**src/rtl/sysid_check_sequencer_pkg.sv**
```systemverilog
// Shared types and constants for the system-ID check sequencer.
package sysid_check_pkg;

  typedef enum logic [2:0] {
    IDLE,
    RD_ID,
    LAT_ID,
    RD_TS,
    LAT_TS,
    FINISH
  } state_e;

  // Word select on the system-ID slave
  localparam logic ADDR_ID = 1'b0;
  localparam logic ADDR_TS = 1'b1;

  // Width of the consecutive-waitrequest counter
  localparam int TO_W = 16;

endpackage

```
**src/rtl/sysid_check_sequencer_if.sv**
```systemverilog
// Avalon-MM read-only bus between the check sequencer and the system-ID slave.
interface sysid_check_sequencer_if;
  logic        av_address;
  logic        av_read;
  logic        av_waitrequest;
  logic [31:0] av_readdata;

  modport master (
    output av_address,
    output av_read,
    input  av_waitrequest,
    input  av_readdata
  );

  modport slave (
    input  av_address,
    input  av_read,
    output av_waitrequest,
    output av_readdata
  );
endinterface

```
**src/rtl/sysid_avalon_reader.sv**
```systemverilog
// Single-word Avalon-MM reader: issues one read strobe per launch, aborts
// after TIMEOUT consecutive stall cycles and waits READ_LATENCY cycles for
// data after acceptance. data_valid_o/timed_out_o are single-cycle strobes.
module sysid_avalon_reader
  import sysid_check_pkg::*;
#(
  parameter int unsigned READ_LATENCY = 0,
  parameter int unsigned TIMEOUT      = 255
) (
  input  logic                     clock,
  input  logic                     reset_n,
  input  logic                     launch_i,
  input  logic                     addr_i,
  sysid_check_sequencer_if.master  av,
  output logic                     accept_o,
  output logic                     data_valid_o,
  output logic [31:0]              data_o,
  output logic                     timed_out_o
);

  localparam logic [TO_W-1:0] TO_LAST  = TO_W'(TIMEOUT - 1);
  localparam logic [1:0]      LAT_LAST = (READ_LATENCY > 0) ? 2'(READ_LATENCY - 1) : 2'd0;

  logic            read_q;
  logic            addr_q;
  logic [TO_W-1:0] to_cnt_q;
  logic            lat_q;
  logic [1:0]      lat_cnt_q;

  logic accept;
  logic timed_out;

  assign accept    = read_q & ~av.av_waitrequest;
  assign timed_out = read_q & av.av_waitrequest & (to_cnt_q == TO_LAST);

  assign accept_o     = accept;
  assign timed_out_o  = timed_out;
  assign data_o       = av.av_readdata;
  assign data_valid_o = (READ_LATENCY == 0) ? accept : (lat_q && (lat_cnt_q == LAT_LAST));

  assign av.av_read    = read_q;
  assign av.av_address = addr_q;

  // Read strobe, stall counter and post-accept latency counter
  always_ff @(posedge clock or negedge reset_n) begin
    if (!reset_n) begin
      read_q    <= 1'b0;
      addr_q    <= 1'b0;
      to_cnt_q  <= '0;
      lat_q     <= 1'b0;
      lat_cnt_q <= '0;
    end else begin
      // A launch may coincide with the previous word's accept when there is
      // no read latency; the strobe then simply stays high on the new word.
      if (launch_i) begin
        read_q   <= 1'b1;
        addr_q   <= addr_i;
        to_cnt_q <= '0;
      end else if (accept) begin
        read_q   <= 1'b0;
        to_cnt_q <= '0;
      end else if (timed_out) begin
        read_q   <= 1'b0;
        to_cnt_q <= '0;
      end else if (read_q) begin
        to_cnt_q <= to_cnt_q + 1'b1;
      end

      if ((READ_LATENCY > 0) && accept) begin
        lat_q     <= 1'b1;
        lat_cnt_q <= '0;
      end else if (lat_q) begin
        if (lat_cnt_q == LAT_LAST) begin
          lat_q <= 1'b0;
        end else begin
          lat_cnt_q <= lat_cnt_q + 2'd1;
        end
      end
    end
  end

endmodule

```
**src/rtl/sysid_check_sequencer.sv**
```systemverilog
// Reads system-ID word 0 (ID) and word 1 (build timestamp) and compares both
// against expected values; result gates "system valid" and the boot loader.
// Optional build macro SYSID_CHECK_PERIODIC_EN adds a periodic re-check
// (PERIOD cycles) and a reset-only mismatch_sticky output.
module sysid_check_sequencer
  import sysid_check_pkg::*;
#(
  parameter logic [31:0] EXPECTED_ID  = 32'd0,
  parameter logic [31:0] EXPECTED_TS  = 32'd1457816465,
  parameter int unsigned READ_LATENCY = 0,
  parameter int unsigned TIMEOUT      = 255,
  parameter bit          AUTO_START   = 1'b1
`ifdef SYSID_CHECK_PERIODIC_EN
  ,
  parameter int unsigned PERIOD       = 50_000_000
`endif
) (
  input  logic                    clock,
  input  logic                    reset_n,
  input  logic                    start,
  sysid_check_sequencer_if.master av,
  output logic                    busy,
  output logic                    done,
  output logic                    pass,
  output logic                    id_mismatch,
  output logic                    ts_mismatch,
  output logic                    timeout,
  output logic [31:0]             id_value,
  output logic [31:0]             ts_value
`ifdef SYSID_CHECK_PERIODIC_EN
  ,
  output logic                    mismatch_sticky
`endif
);

  state_e      state_q;
  logic        auto_q;
  logic        busy_q;
  logic        done_q;
  logic        pass_q;
  logic        id_mis_q;
  logic        ts_mis_q;
  logic        timeout_q;
  logic [31:0] id_value_q;
  logic [31:0] ts_value_q;

  logic        go;
  logic        rd_launch_d;
  logic        rd_addr_d;
  logic        rd_accept;
  logic        rd_valid;
  logic [31:0] rd_data;
  logic        rd_timed_out;

  sysid_avalon_reader #(
    .READ_LATENCY (READ_LATENCY),
    .TIMEOUT      (TIMEOUT)
  ) u_reader (
    .clock        (clock),
    .reset_n      (reset_n),
    .launch_i     (rd_launch_d),
    .addr_i       (rd_addr_d),
    .av           (av),
    .accept_o     (rd_accept),
    .data_valid_o (rd_valid),
    .data_o       (rd_data),
    .timed_out_o  (rd_timed_out)
  );

`ifdef SYSID_CHECK_PERIODIC_EN
  logic [31:0] per_cnt_q;
  logic        sticky_q;

  assign go              = start | auto_q | (per_cnt_q == 32'(PERIOD - 1));
  assign mismatch_sticky = sticky_q;

  // Free-running period counter restarted by each completed check; sticky
  // failure flag survives later passing checks
  always_ff @(posedge clock or negedge reset_n) begin
    if (!reset_n) begin
      per_cnt_q <= '0;
      sticky_q  <= 1'b0;
    end else begin
      per_cnt_q <= done_q ? 32'd0 : per_cnt_q + 32'd1;
      if (done_q && !pass_q) begin
        sticky_q <= 1'b1;
      end
    end
  end
`else
  assign go = start | auto_q;
`endif

  // Launch the reader when leaving IDLE and again once word 0 has arrived
  always_comb begin
    rd_launch_d = 1'b0;
    rd_addr_d   = ADDR_ID;
    if ((state_q == IDLE) && go) begin
      rd_launch_d = 1'b1;
    end else if (((state_q == RD_ID) || (state_q == LAT_ID)) && rd_valid) begin
      rd_launch_d = 1'b1;
      rd_addr_d   = ADDR_TS;
    end
  end

  // Check sequencer FSM with registered status outputs; flags are computed
  // on entry to FINISH so they are valid together with the done pulse
  always_ff @(posedge clock or negedge reset_n) begin
    if (!reset_n) begin
      state_q    <= IDLE;
      auto_q     <= AUTO_START;
      busy_q     <= 1'b0;
      done_q     <= 1'b0;
      pass_q     <= 1'b0;
      id_mis_q   <= 1'b0;
      ts_mis_q   <= 1'b0;
      timeout_q  <= 1'b0;
      id_value_q <= '0;
      ts_value_q <= '0;
    end else begin
      auto_q <= 1'b0;
      done_q <= 1'b0;
      case (state_q)
        IDLE: begin
          if (go) begin
            state_q   <= RD_ID;
            busy_q    <= 1'b1;
            pass_q    <= 1'b0;
            id_mis_q  <= 1'b0;
            ts_mis_q  <= 1'b0;
            timeout_q <= 1'b0;
          end
        end
        RD_ID, LAT_ID: begin
          if (rd_timed_out) begin
            // Neither word read: both mismatch flags stay clear
            state_q   <= FINISH;
            timeout_q <= 1'b1;
            done_q    <= 1'b1;
          end else if (rd_valid) begin
            id_value_q <= rd_data;
            state_q    <= RD_TS;
          end else if (rd_accept) begin
            state_q <= LAT_ID;
          end
        end
        RD_TS, LAT_TS: begin
          if (rd_timed_out) begin
            // ID was read, so its comparison still stands
            state_q   <= FINISH;
            timeout_q <= 1'b1;
            done_q    <= 1'b1;
            id_mis_q  <= (id_value_q != EXPECTED_ID);
          end else if (rd_valid) begin
            ts_value_q <= rd_data;
            state_q    <= FINISH;
            done_q     <= 1'b1;
            id_mis_q   <= (id_value_q != EXPECTED_ID);
            ts_mis_q   <= (rd_data != EXPECTED_TS);
            pass_q     <= (id_value_q == EXPECTED_ID) && (rd_data == EXPECTED_TS);
          end else if (rd_accept) begin
            state_q <= LAT_TS;
          end
        end
        FINISH: begin
          state_q <= IDLE;
          busy_q  <= 1'b0;
        end
        default: begin
          state_q <= IDLE;
          busy_q  <= 1'b0;
        end
      endcase
    end
  end

  assign busy        = busy_q;
  assign done        = done_q;
  assign pass        = pass_q;
  assign id_mismatch = id_mis_q;
  assign ts_mismatch = ts_mis_q;
  assign timeout     = timeout_q;
  assign id_value    = id_value_q;
  assign ts_value    = ts_value_q;

endmodule
```
**src/flat_wrapper.sv**
```systemverilog
// flat-port wrapper written by rule: the top's interface ports become plain ports
module sysid_check_sequencer_flat import sysid_check_pkg::*;
#(
  parameter logic [31:0] EXPECTED_ID  = 32'd0,
  parameter logic [31:0] EXPECTED_TS  = 32'd1457816465,
  parameter int unsigned READ_LATENCY = 0,
  parameter int unsigned TIMEOUT      = 255,
  parameter bit          AUTO_START   = 1'b1

)
  (clock, reset_n, start, busy, done, pass, id_mismatch, ts_mismatch, timeout, id_value, ts_value, av_av_address, av_av_read, av_av_waitrequest, av_av_readdata);
  sysid_check_sequencer_if av_i ();
  input  logic clock;
  input  logic reset_n;
  input  logic start;
  output logic busy;
  output logic done;
  output logic pass;
  output logic id_mismatch;
  output logic ts_mismatch;
  output logic timeout;
  output logic [31:0] id_value;
  output logic [31:0] ts_value;
  output wire logic [$bits(av_i.av_address)-1:0] av_av_address;
  output wire logic [$bits(av_i.av_read)-1:0] av_av_read;
  input wire logic [$bits(av_i.av_waitrequest)-1:0] av_av_waitrequest;
  input wire logic [$bits(av_i.av_readdata)-1:0] av_av_readdata;
  assign av_av_address = av_i.av_address;
  assign av_av_read = av_i.av_read;
  assign av_i.av_waitrequest = av_av_waitrequest;
  assign av_i.av_readdata = av_av_readdata;
  sysid_check_sequencer #(.EXPECTED_ID(EXPECTED_ID), .EXPECTED_TS(EXPECTED_TS), .READ_LATENCY(READ_LATENCY), .TIMEOUT(TIMEOUT), .AUTO_START(AUTO_START)) u_core (.clock(clock), .reset_n(reset_n), .start(start), .av(av_i), .busy(busy), .done(done), .pass(pass), .id_mismatch(id_mismatch), .ts_mismatch(ts_mismatch), .timeout(timeout), .id_value(id_value), .ts_value(ts_value));
endmodule
```
**config.mk**
```make
export PLATFORM = sky130hd
export DESIGN_NAME = sysid_check_sequencer_flat
export DESIGN_NICKNAME = d
export VERILOG_FILES = /design/src/rtl/sysid_check_sequencer_pkg.sv /design/src/rtl/sysid_check_sequencer_if.sv /design/src/rtl/sysid_avalon_reader.sv /design/src/rtl/sysid_check_sequencer.sv /design/src/flat_wrapper.sv
export SDC_FILE = /design/constraint.sdc
export NUM_CORES = 1
export LEC_CHECK = 0
export BUFFER_PORTS_ARGS = -buffer_cell sky130_fd_sc_hd__buf_2
export CORE_MARGIN = 1
export CORE_UTILIZATION = 48
export DETAILED_ROUTE_END_ITERATION = 16
export GPL_TIMING_DRIVEN = 0
export PLACE_DENSITY = 0.76
export SLEW_MARGIN = 5
export SYNTH_ARGS = -nofsm -noshare
export SYNTH_HDL_FRONTEND = slang
export SYNTH_SLANG_ARGS = --single-unit
export TNS_END_PERCENT = 30
```
**constraint.sdc**
```tcl
create_clock -name clock -period 2 [get_ports clock]
set_clock_uncertainty 0.2 [all_clocks]
set_input_delay 0.4 -clock clock [delete_from_list [all_inputs] [get_ports clock]]
set_output_delay 0.4 -clock clock [all_outputs]
set_load 0.1 [all_outputs]
```
## After elaboration in Yosys (flattened, before gate mapping)

Index checks and enable logic that the tools add are counted.

- Logic and storage cells: 89
- Input port bits: 36
- Bits in registers: 92
- Output and inout port bits: 72

- Reductions and logical operators: 21
- Multiplexer cells: 34
- Add/sub/neg operators: 1
- Equal/unequal tests: 13
- Bitwise gates (word level): 7

Operator list:

| operator | count |
|---|---|
| $mux 16 | 4 |
| $eq 32x31->1 const B | 1 |
| $logic_not 32->1 | 1 |
| $ne 32x31->1 const B | 1 |
| $reduce_bool 32->1 | 1 |
| $mux 1 | 18 |
| $add 16x1->16 const B | 1 |
| $eq 16x8->1 const B | 1 |
| $mux 3 | 5 |
| $reduce_and 3->1 | 5 |
| $pmux 1 s2 | 6 |
| $pmux 3 s3 | 1 |
| $eq 3x2->1 const B | 2 |
| $ne 2x1->1 const B | 3 |
| $ne 3x1->1 const B | 2 |
| $reduce_and 4->1 | 1 |
| $reduce_bool 2->1 | 2 |
| $reduce_bool 4->1 | 1 |
| $reduce_or 2->1 | 2 |
| $reduce_or 4->1 | 1 |
| $and 1x1->1 | 3 |
| $eq 3x1->1 const B | 1 |
| $eq 3x3->1 const B | 1 |
| $logic_and 1x1->1 | 3 |
| 7 further kinds | 9 |

## Depth between registers and ports, before layout

Gate-level depths: netlist of the first run.

- Depth after elaboration: 6
- Depth in mapped cells: 8
- Gate-level depth less buffers: 7

## Modules after synthesis

From an unflattened synthesis of the first run, not the netlist that was laid out.

- Cell total of the unflattened synthesis: 359
- Area total of the unflattened synthesis: 4496.8 µm²

Modules (own cells, without submodules):

| module | sequential area each (µm²) | area each (µm²) | cells an instance | instances |
|---|---|---|---|---|
| sysid_check_sequencer | 1853.0 | 3238.1 | 220 | 1 |
| sysid_avalon_reader | 450.4 | 1258.7 | 139 | 1 |

## Worst setup path after synthesis of the first run

No wires, ideal clock.

- Path kind: reg2reg
- From: register u_core.u_reader.read_q (netlist: u_core.u_reader.av.av_read)
- To: register u_core.ts_value_q[10] (netlist: u_core.ts_value[10])
- Setup slack: -0.409 ns
- Cell stages (with the launch flop): 6
- Data required time: 1.675 ns
- Setup time: 0.125 ns
- Period minus slack after synthesis: 2.409 ns
- Arrival time: 2.083 ns
- Path buffers: 2
- Cell sequence: dfrtp_1 > clkbuf_1 > nand2_1 > nor2_4 > buf_4 > mux2_2

- Longest elaborated chain between the ends: 4
- Elaborated cells between the ends (all ways): 5
- Those cells by class: bitwise (4); reduce/logical (1)

RTL lines:

| element | line | RTL |
|---|---|---|
| start, declared | sysid_avalon_reader.sv:24 | `logic read_q;` |
| start signal, assigned | sysid_avalon_reader.sv:47 | `read_q <= 1'b0;` |
| start signal, assigned | sysid_avalon_reader.sv:56 | `read_q <= 1'b1;` |
| start signal, assigned | sysid_avalon_reader.sv:60 | `read_q <= 1'b0;` |
| $and 1x1->1 (2 in series) | sysid_avalon_reader.sv:34 | `assign timed_out = read_q & av.av_waitrequest & (to_cnt_q == TO_LAST);` |
| $not 1->1 (no line) | -- |  |
| $reduce_and 3->1 (no line) * | -- |  |
| end signal, assigned | sysid_check_sequencer.sv:155 | `ts_value_q <= rd_data;` |
| end, declared | sysid_check_sequencer.sv:45 | `logic [31:0] ts_value_q;` |

Mark *: on every way between the ends. The rest lies on a longest branch, timed or not.
A chain may end at the register's enable or synchronous reset.

## Worst setup path in the final report of the first run

- From: register u_core.u_reader.to_cnt_q[0]
- To: register u_core.u_reader.to_cnt_q[1]

- Longest elaborated chain between the ends: 5
- Elaborated cells between the ends (all ways): 8
- Those cells by class: add/sub (1); eq/ne (1); mux (4); bitwise (1); reduce/logical (1)

RTL lines:

| element | line | RTL |
|---|---|---|
| start, declared | sysid_avalon_reader.sv:26 | `logic [TO_W-1:0] to_cnt_q;` |
| start signal, assigned | sysid_avalon_reader.sv:66 | `to_cnt_q <= to_cnt_q + 1'b1;` |
| $add 16x1->16 or $eq 16x8->1 (tied branches) | sysid_avalon_reader.sv:66, sysid_avalon_reader.sv:34 |  |
| $mux 16 or $and 1x1->1 (tied branches) | sysid_avalon_reader.sv:65, sysid_avalon_reader.sv:34 |  |
| $mux 16 | sysid_avalon_reader.sv:62 | `end else if (timed_out) begin` |
| $mux 16 | sysid_avalon_reader.sv:59 | `end else if (accept) begin` |
| $mux 16 | sysid_avalon_reader.sv:55 | `if (launch_i) begin` |

Parallel ways exist; a longest one is shown, timed or not. The select of a mux whose other input is x is not followed.

==> results of run 1 <==
synthesized netlist by cell type (3+ instances only):
| master | number | share of area, % |
|---|---|---|
| nand4_1 | 9 | 1.4 |
| buf_4 | 3 | 0.54 |
| mux2_2 | 61 | 17 |
| nand3_1 | 9 | 1.1 |
| nor4b_1 | 3 | 0.63 |
| and2_1 | 3 | 0.45 |
| inv_1 | 6 | 0.54 |
| mux2_1 | 3 | 0.81 |
| nor4_1 | 9 | 1.4 |
| xnor2_1 | 3 | 0.63 |
| a21oi_1 | 14 | 1.7 |
| and4_1 | 3 | 0.63 |
| o21ai_0 | 6 | 0.72 |
| a31oi_1 | 8 | 1.2 |
| nand2_1 | 28 | 2.5 |
| dfrtp_1 | 91 | 55 |
| buf_6 | 5 | 1.4 |
| nor2_1 | 16 | 1.4 |
| nor4bb_1 | 3 | 0.72 |
| nor3_1 | 3 | 0.36 |
metrics by stage:
stage,cells,TNS (ns)
after global placement,544,-47.70
after global routing,566,-0.4067
after detailed placement,545,-4.390
after floorplan,332,0
final,566,0
after CTS,564,-0.7010
flip-flops by register name (all words and copies together), names as in the netlist, 3 cells and up:
name,count
u_core.id_value,32
u_core.ts_value,32
u_core.u_reader.to_cnt_q,16
u_core.state_q,3
kinds of logic (layout without fill, tap and decap cells):
group / count (synthesis) / in the layout
adder cells (fa/ha/maj): 2 / 2
AND/OR/NAND/NOR: 107 / 107
AO/OA/AOI/OAI: 41 / 41
flip-flops: 92 / 92
multiplexers: 66 / 66
XOR/XNOR: 5 / 5
other: 1 / 1
buffers and inverters: 18 / 147
repair_timing:
action,4_1_cts,5_1_grt
hold endpoints to repair,40,0
hold buffers,1,0
endpoints found under the setup margin,45,54
resized for setup,3,24
pin swaps,2,4
setup buffers,2,2
cloned,0,0
layer usage:
layer | track usage [%] | vias to the layer above
met1 | 30.62 | 1602
met4 | 9.343 | 0
met5 | 0 | -
met2 | 37.95 | 97
li1 | - | 1461
met3 | 5.797 | 18
final cells by class:
| cell class | instances | area share, % |
|---|---|---|
| multi-input cells | 222 | 35.14 |
| flip-flops and latches | 92 | 44.56 |
| repair buffers | 113 | 11.68 |
| well taps | 105 | 2.534 |
| inverters | 7 | 0.5069 |
| clock inverters | 6 | 1.014 |
| plain buffers | 11 | 1.907 |
| clock buffers | 10 | 2.655 |
placed cells by master (no fill, tap or decap), types with 3 or more instances in the layout:
cell type,instances
dfrtp_1,88
o21ai_0,5
and4_1,3
a31oi_1,8
mux2_2,61
nand2_1,28
nor4b_1,3
nor2_4,3
nand3_1,9
clkbuf_8,10
xnor2_1,3
nor4_1,9
buf_6,5
a21oi_1,13
nand4_1,9
nor4bb_1,3
inv_1,5
inv_6,3
mux2_1,3
buf_2,106
and2_1,3
buf_4,9
nor2_1,12
worst paths after layout:
path	cells after the start	from	slack, ns	to
min in group asynchronous	2	reset_n	0.36	u_core.u_reader.to_cnt_q[4]$_DFFE_PN0P_
worst min register to register	1	u_core.u_reader.to_cnt_q[6]$_DFFE_PN0P_	0.31	u_core.u_reader.to_cnt_q[6]$_DFFE_PN0P_
worst max register to register	7	u_core.u_reader.to_cnt_q[0]$_DFFE_PN0P_	0.01	u_core.u_reader.to_cnt_q[1]$_DFFE_PN0P_
worst min-delay path	2	av_av_readdata[5]	0.09	u_core.ts_value[5]$_DFFE_PN0P_
max in group asynchronous	3	reset_n	0.60	u_core.id_value[6]$_DFFE_PN0P_
worst max-delay path	7	u_core.u_reader.to_cnt_q[0]$_DFFE_PN0P_	0.01	u_core.u_reader.to_cnt_q[1]$_DFFE_PN0P_
==> results.py, run 1 <==
metrics = {
    "status": {
        "status": "finished, final reports clean",
    },
    "yosys": {
        "synth_seq_area_share_pct": 55.50,
        "syn-cell-area_um2": 4150,
        "synth-simple-area-share_pct": 15.71,
        "syn_inst": 332,
        "yosys.area_share.adder_pct": 0.6030,
        "synth_nets": 370,
        "synth-main-ff-cell": "dfrtp_1",
        "synth-xor-area-share_pct": 1.055,
        "synth-compound-area-share_pct": 6.331,
        "synth.distinct_cells": 55,
        "synth_top_family_by_area": "multiplexers",
        "synth_seq_cells": 92,
        "ys_warn_count": 0,
        "synthArstFlopShare_pct": 100.0,
        "muxShareOfSynthArea_pct": 17.85,
        "synth_edf_count": 0,
        "synth_area_per_cell_um2": 12.50,
    },
    "placement": {
        "dpl_worst_slack_ns": -0.1610,
        "dp_hpwl_um": 7278,
        "numPortBuffers": 107,
        "gp_congestion": 0.8466,
        "dpl_cell_area_um2": 4852,
    },
    "clock_tree": {
        "cts.clk_slew.worst_paths_ns": 0.10,
        "clock_sinks": 92,
        "h-tree-depth": 3,
        "cts_root_buf": "clkbuf_8",
        "cts_tree": "yes",
        "cts_buffer_depth": 2,
        "numCtsBuffers": 9,
        "clk_latency_ns": 0.37,
    },
    "final_layout": {
        "final_area_um2": 5184,
        "multiInputGateArea_um2": 1822,
        "num_antenna_cells": 0,
        "post-route-util_pct": 62.46,
        "drive_above_1_share_pct": 50.11,
        "area_delta_synth_final_pct": 24.90,
        "seq_area_um2": 2310,
        "layout.nets": 494,
        "nFillCells": 654,
    },
    "critical_path": {
        "worstPathMaxFanout": 6,
        "critPathBufInv": 2,
        "startpoint_type": "flip-flop",
        "critical-path-max-stage-delay_ns": 0.43,
        "cpLargestDelayFamily": "simple AND/OR/NAND/NOR gates",
        "crit_chain": "inv_2 > ha_4 > nor4b_4 > and4_1 > buf_6 > or4_4 > a21oi_2",
        "worstPathRequired_ns": 2.09,
        "end_kind": "flip-flop",
        "setup.worst_path.class": "flip-flop to flip-flop",
        "arrival_ns": 2.07,
        "cpMaxStageDelayCell": "or4_4",
    },
    "timing": {
        "final.period_utilization_pct": 99.29,
        "setup_violations": 0,
        "finalHoldViolCount": 0,
        "fin_crit_ns": 1.986,
        "fin_ws_ns": 0.01414,
        "slew_violations": 0,
        "relSlewSlack_pct": 62.14,
        "holdWs_ns": 0.08925,
        "worstMarginPinSlew_ns": 0.5679,
        "max_freq_ghz": 0.5036,
        "rsz0062_at_grt": "true",
    },
    "drt": {
        "routed.top_layer": "met4",
        "met2_length_um": 4793,
        "drtIter0Drc": 163,
        "wl_per_cell_um": 17.58,
        "vias": 3178,
        "wirelength_met1_um": 4359,
        "drt-pass1-iter-count": 4,
        "wl_met3_um": 575,
        "viasPerCell": 5.615,
        "wl_um": 9949,
        "drcViolationCount": 0,
        "final_antenna_net_count": 0,
    },
    "floorplanning": {
        "core-area_um2": 8299,
        "ios": 108,
        "die_area_um2": 9022,
        "initial_utilization_pct": 50.01,
        "die_h_um": 94.99,
        "dieWidth_um": 94.99,
        "num_rows": 33,
    },
    "global_route": {
        "grt_pass1_wl_um": 16220,
        "antenna_found_initial": 0,
        "grt_max_degree": 52,
        "grt_pass1_vias": 3231,
        "grt_remaining_overflow": 0,
        "grt_use_total_pct": 23.58,
    },
    "min_path": {
        "hold_path.class": "input pin to flip-flop",
    },
    "job": {
        "cap_violations": 0,
    },
}
Power of run 1 is left out: the tool's default activity adds up to more than one toggle a clock period on the data nets, which glitch-free logic cannot reach.
==> run 2: changes to the inputs <==
--- a/config.mk
+++ b/config.mk
@@ -5,6 +5,7 @@
 export SDC_FILE = /design/constraint.sdc
 export NUM_CORES = 1
 export LEC_CHECK = 0
+export ABC_AREA = 1
 export BUFFER_PORTS_ARGS = -buffer_cell sky130_fd_sc_hd__buf_2
 export CORE_MARGIN = 1
 export CORE_UTILIZATION = 48
@@ -15,4 +16,4 @@
 export SYNTH_ARGS = -nofsm -noshare
 export SYNTH_HDL_FRONTEND = slang
 export SYNTH_SLANG_ARGS = --single-unit
-export TNS_END_PERCENT = 30
+export TNS_END_PERCENT = 100
==> results.py, run 2 <==
metrics = {
    "yosys": {
        "synth-xor-area-share_pct": 1.422,
        "ys_warn_count": 0,
        "synth-main-ff-cell": "dfrtp_1",
        "synth_edf_count": 0,
        "synth-compound-area-share_pct": 7.603,
        "yosys-top-cells-area": "dfrtp_1 (53%), nand2_1 (15%), o21ai_0 (4.5%), inv_1 (4.1%), nor2_1 (3.8%)",
        "syn-cell-area_um2": 4312,
        "synth_seq_area_share_pct": 53.42,
        "synth_area_per_cell_um2": 8.405,
        "synth_commonest_cells": "nand2_1 (176), dfrtp_1 (91), inv_1 (47), nor2_1 (44), o21ai_0 (39)",
        "synth_top_area_cell": "dfrtp_1",
        "syn_inst": 513,
        "synth_top_area_share_pct": 52.81,
        "synth.distinct_cells": 33,
        "synth_seq_cells": 92,
        "synthArstFlopShare_pct": 100.0,
        "synth-simple-area-share_pct": 29.72,
        "yosys.area_share.adder_pct": 0.5804,
        "muxShareOfSynthArea_pct": 0,
        "synth_top_family_by_area": "simple AND/OR/NAND/NOR gates",
        "synth_nets": 551,
        "synth.most_common_cell": "nand2_1",
    },
    "clock_tree": {
        "cts.clk_slew.worst_paths_ns": 0.10,
        "numCtsBuffers": 9,
        "clk_latency_ns": 0.36,
        "clock_sinks": 92,
        "cts_buffer_depth": 2,
        "h-tree-depth": 3,
        "cts_tree": "yes",
        "cts_root_buf": "clkbuf_8",
        "cts.repair.resized": 0,
    },
    "timing": {
        "final.period_utilization_pct": 92.75,
        "fin_ws_ns": 0.1451,
        "setup_violations": 0,
        "fin_crit_ns": 1.855,
        "max_freq_ghz": 0.5391,
        "finalHoldViolCount": 0,
        "rsz0062_at_grt": "false",
        "slew_violations": 0,
    },
    "min_path": {
        "hold_path_depth": 3,
        "hold_path.class": "input pin to flip-flop",
        "hold_path_end": "u_core.id_value[26]$_DFFE_PN0P_",
        "min-delay-start": "av_av_readdata[26]",
    },
    "critical_path": {
        "arrival_ns": 1.25,
        "worstPathRequired_ns": 1.40,
        "crit_cells": 1,
        "r2r_start": "u_core.state_q[2]$_DFFE_PN0P_",
        "r2r_end": "u_core.ts_value[27]$_DFFE_PN0P_",
        "end_kind": "primary output",
        "setup.worst_path.class": "flip-flop to primary output",
        "crit_chain": "buf_2",
        "cpMaxStageDelayCell": "buf_2",
        "worstPathMaxFanout": 3,
        "r2r_cells": 7,
        "r2r_slack_ns": 0.17,
        "crit_start": "u_core.id_value[15]$_DFFE_PN0P_",
        "critPathBufInv": 1,
        "startpoint_type": "flip-flop",
        "cpLargestDelayFamily": "buffers and inverters",
        "critical-path-max-stage-delay_ns": 0.46,
    },
    "final_layout": {
        "num_antenna_cells": 0,
        "multiInputGateArea_um2": 1699,
        "final_cell_mix": "nand2_1 (176), buf_2 (115), dfrtp_1 (90), inv_1 (47), nor2_1 (44)",
        "layout_commonest_cell": "nand2_1",
        "layout.nets": 671,
        "area_delta_synth_final_pct": 20.92,
        "drive_above_1_share_pct": 26.80,
        "seq_area_um2": 2305,
        "nFillCells": 754,
    },
    "floorplanning": {
        "core-area_um2": 8721,
        "die_area_um2": 9365,
        "die_h_um": 96.78,
        "num_rows": 34,
        "dieWidth_um": 96.78,
        "ios": 108,
        "initial_utilization_pct": 49.44,
    },
    "drt": {
        "viasPerCell": 5.071,
        "wl_per_cell_um": 13.77,
        "drcViolationCount": 0,
        "vias": 3783,
        "drt-pass1-iter-count": 4,
        "drtIter0Drc": 210,
        "final_antenna_net_count": 0,
        "wl_um": 10270,
    },
    "global_route": {
        "grt_max_degree": 59,
        "antenna_found_initial": 0,
        "grt_pass1_vias": 3527,
        "grt_use_total_pct": 22.45,
        "grt_remaining_overflow": 0,
        "grt_pass1_wl_um": 16890,
    },
    "status": {
        "status": "finished, final reports clean",
    },
    "placement": {
        "dp_hpwl_um": 7725,
        "dpl_worst_slack_ns": 0.2037,
        "numPortBuffers": 107,
        "gp_congestion": 0.8366,
    },
    "job": {
        "cap_violations": 0,
    },
}
-- run 2: cell types whose count changed after synthesis, moves of 4 or more --
cell | previous run | this run
a21oi_1 | 14 | 2
a31oi_1 | 8 | 0
buf_2 | 2 | 9
inv_1 | 6 | 47
inv_2 | 1 | 6
mux2_2 | 61 | 0
nand2_1 | 28 | 176
nand2_4 | 0 | 4
nand3_1 | 9 | 23
nor2_1 | 16 | 44
nor2_4 | 1 | 5
nor4_1 | 9 | 0
o21ai_0 | 6 | 39
o21ai_1 | 1 | 16
-- run 2: metal layers --
metal  wire, um  global-route usage, %
met1       4616                  29.50
met2       4866                  36.35
met3        635                  5.780
met4        152                  7.463
met5          0                      0
-- run 2: worst max path at each step --
stage / endpoint / slack (ns)
floorplan: u_core.ts_value[16]$_DFFE_PN0P_ / 0.09
global placement: u_core.u_reader.av.av_read$_DFFE_PN0P_ / -0.68
detailed placement: u_core.ts_value[27]$_DFFE_PN0P_ / 0.20
CTS: id_value[15] / 0.14
global route: u_core.u_reader.to_cnt_q[8]$_DFFE_PN0P_ / 0.04
finish: id_value[15] / 0.15
-- run 2: worst reg2reg max path, cell delays in order, from the launching register on --
cell      delay [ns]
dfrtp_1         0.46
a21oi_2         0.21
inv_2           0.07
nand2_4         0.10
nor2_4          0.05
inv_2           0.07
clkbuf_1        0.37
o21ai_0         0.16
-- run 2: cell families (layout without fill, tap and decap cells) --
| logic type | count (synthesis) | after routing |
|---|---|---|
| xor gates and xnor gates | 7 | 7 |
| other | 1 | 1 |
| and+or+nand+nor | 280 | 280 |
| adders and majority gates | 2 | 2 |
| AOI/OAI and AO/OA | 62 | 62 |
| buffers and inverters | 69 | 194 |
| DFF | 92 | 92 |
-- run 2: layout make-up --
| type | count | area share, % |
|---|---|---|
| Sequential cell | 92 | 44.20 |
| Clock inverter | 6 | 1.008 |
| Tap cell | 108 | 2.592 |
| Multi-Input combinational cell | 352 | 32.59 |
| Timing Repair Buffer | 109 | 11.04 |
| Inverter | 53 | 3.816 |
| Buffer | 16 | 2.112 |
| Clock buffer | 10 | 2.640 |
-- run 2: timing repair --
item / CTS / global route
hold endpoints to repair: 33 / 0
setup buffers: 0 / 0
hold buffers: 1 / 0
-- run 2: stage by stage --
stage	instances	util, %	setup TNS, ns	hold WS, ns	area [um^2]
6_report	746	59.78	0	0.05867	5214
5_1_grt	746	59.78	0	0.05590	5214
4_1_cts	746	59.78	0	0.04382	5214
3_5_place_dp	729	57.49	0	0.1982	5014
3_3_place_gp	728	57.14	-46.98	0.2513	4984
2_1_floorplan	513	-	0	-0.09559	4313
Power of run 2 is left out for the same reason.
==> run 3: changes to the inputs <==
--- a/config.mk
+++ b/config.mk
@@ -7,7 +7,7 @@
 export LEC_CHECK = 0
 export ABC_AREA = 1
 export BUFFER_PORTS_ARGS = -buffer_cell sky130_fd_sc_hd__buf_2
-export CORE_MARGIN = 1
+export CORE_MARGIN = 2
 export CORE_UTILIZATION = 48
 export DETAILED_ROUTE_END_ITERATION = 16
 export GPL_TIMING_DRIVEN = 0
==> results.py, run 3 (same netlist as run 2, synthesis figures left out) <==
metrics = {
    "status": {
        "status": "finished, final reports clean",
    },
    "timing": {
        "fin_crit_ns": 1.822,
        "relSlewSlack_pct": 54.52,
        "finalHoldViolCount": 0,
        "rsz0062_at_grt": "false",
        "final.period_utilization_pct": 91.12,
        "setup_violations": 0,
        "slew_violations": 0,
        "max_freq_ghz": 0.5487,
        "worstMarginPinSlew_ns": 0.6822,
    },
    "critical_path": {
        "r2r_slack_ns": 0.23,
        "cpMaxStageDelayCell": "buf_2",
        "r2r_cells": 7,
        "startpoint_type": "flip-flop",
        "r2r_end": "u_core.ts_value[19]$_DFFE_PN0P_",
        "arrival_ns": 1.22,
        "r2r_start": "u_core.state_q[2]$_DFFE_PN0P_",
        "worstPathMaxFanout": 2,
        "end_kind": "primary output",
        "setup.worst_path.class": "flip-flop to primary output",
        "worstPathRequired_ns": 1.40,
        "critPathBufInv": 1,
        "crit_chain": "buf_2",
        "critical-path-max-stage-delay_ns": 0.45,
        "cpLargestDelayFamily": "buffers and inverters",
    },
    "placement": {
        "numPortBuffers": 107,
        "dp_hpwl_um": 7821,
        "gp_congestion": 0.8770,
    },
    "floorplanning": {
        "num_rows": 34,
        "die_h_um": 98.78,
        "dieWidth_um": 98.78,
        "ios": 108,
        "core-area_um2": 8721,
        "die_area_um2": 9757,
        "initial_utilization_pct": 49.44,
    },
    "job": {
        "cap_violations": 0,
    },
    "drt": {
        "wl_um": 10470,
        "wl_per_cell_um": 14.03,
        "drtIter0Drc": 217,
        "drcViolationCount": 0,
        "final_antenna_net_count": 0,
        "viasPerCell": 5.123,
        "vias": 3822,
        "drt-pass1-iter-count": 4,
    },
    "final_layout": {
        "area_delta_synth_final_pct": 21.50,
        "layout_commonest_cell": "nand2_1",
        "final_cell_mix": "nand2_1 (176), buf_2 (115), dfrtp_1 (90), inv_1 (47), nor2_1 (44)",
        "layout.nets": 671,
        "drive_above_1_share_pct": 26.65,
        "num_antenna_cells": 0,
        "post-route-util_pct": 60.07,
    },
    "global_route": {
        "grt_use_total_pct": 22.32,
        "antenna_found_initial": 0,
        "grt_remaining_overflow": 0,
        "grt_pass1_wl_um": 17460,
        "grt_pass1_vias": 3670,
        "grt_max_degree": 54,
    },
    "clock_tree": {
        "cts_tree": "yes",
        "cts_root_buf": "clkbuf_8",
        "cts_buffer_depth": 2,
        "clk_latency_ns": 0.36,
        "cts.clk_slew.worst_paths_ns": 0.10,
        "cts_hold_buf": 1,
        "numCtsBuffers": 9,
        "clock_sinks": 92,
        "h-tree-depth": 3,
        "cts.repair.resized": 0,
        "cts_setup_buffers": 0,
    },
    "min_path": {
        "hold_path.class": "input pin to flip-flop",
        "hold_path_depth": 3,
        "hold_path_end": "u_core.id_value[21]$_DFFE_PN0P_",
        "min-delay-start": "av_av_readdata[21]",
    },
}
-- run 3: changes by cell type in the layout (fill, tap and decap cells not counted) --
cell / delta
inv_6: -3
bufinv_16: +2
buf_12: +1
buf_16: -1
clkbuf_1: +1
clkbuf_8: -1
clkinv_4: +1
-- run 3: worst max-delay path by stage --
stage | cells after the start | start | slack (ns) | end
2_1_floorplan | 9 | u_core.u_reader.av.av_read$_DFFE_PN0P_ | 0.09 | u_core.ts_value[16]$_DFFE_PN0P_
3_3_place_gp | 1 | reset_n | -0.69 | u_core.u_reader.av.av_read$_DFFE_PN0P_
3_5_place_dp | 6 | av_av_waitrequest | 0.21 | u_core.id_value[19]$_DFFE_PN0P_
4_1_cts | 1 | u_core.ts_value[15]$_DFFE_PN0P_ | 0.17 | ts_value[15]
5_1_grt | 7 | u_core.u_reader.to_cnt_q[0]$_DFFE_PN0P_ | 0.03 | u_core.u_reader.to_cnt_q[3]$_DFFE_PN0P_
6_report | 1 | u_core.ts_value[15]$_DFFE_PN0P_ | 0.18 | ts_value[15]
-- run 3: cell type report --
type	count	area, um^2
fill	774	3482
sequential	92	2305
multi-input combinational	352	1699
timing repair buffer	109	568.0
inverter	53	198.9
tap	108	135.1
clock buffer	10	127.6
buffer	16	110.1
clock inverter	6	95.09
-- run 3: metal layers --
metal | global-route usage, % | routed length (um) | up-vias
li1 | - | - | 1853
met1 | 29.53 | 4527 | 1830
met4 | 7.376 | 137 | 0
met5 | 0 | 0 | -
met2 | 36.33 | 5025 | 129
met3 | 5.461 | 774 | 10
-- run 3: stage by stage --
| stage | setup TNS, ns | hold WS [ns] | cell area [um^2] | setup WS (ns) | cells |
|---|---|---|---|---|---|
| after CTS | 0 | 0.05664 | 5239 | 0.1697 | 746 |
| after floorplan | 0 | -0.09559 | 4313 | 0.08687 | 513 |
| after detailed placement | 0 | 0.2528 | 5006 | 0.2133 | 729 |
| final | 0 | 0.07198 | 5239 | 0.1776 | 746 |
| after global placement | -47.42 | 0.2515 | 4984 | -0.6863 | 728 |
| after global routing | 0 | 0.06057 | 5239 | 0.02953 | 746 |
Power of run 3 is left out for the same reason.
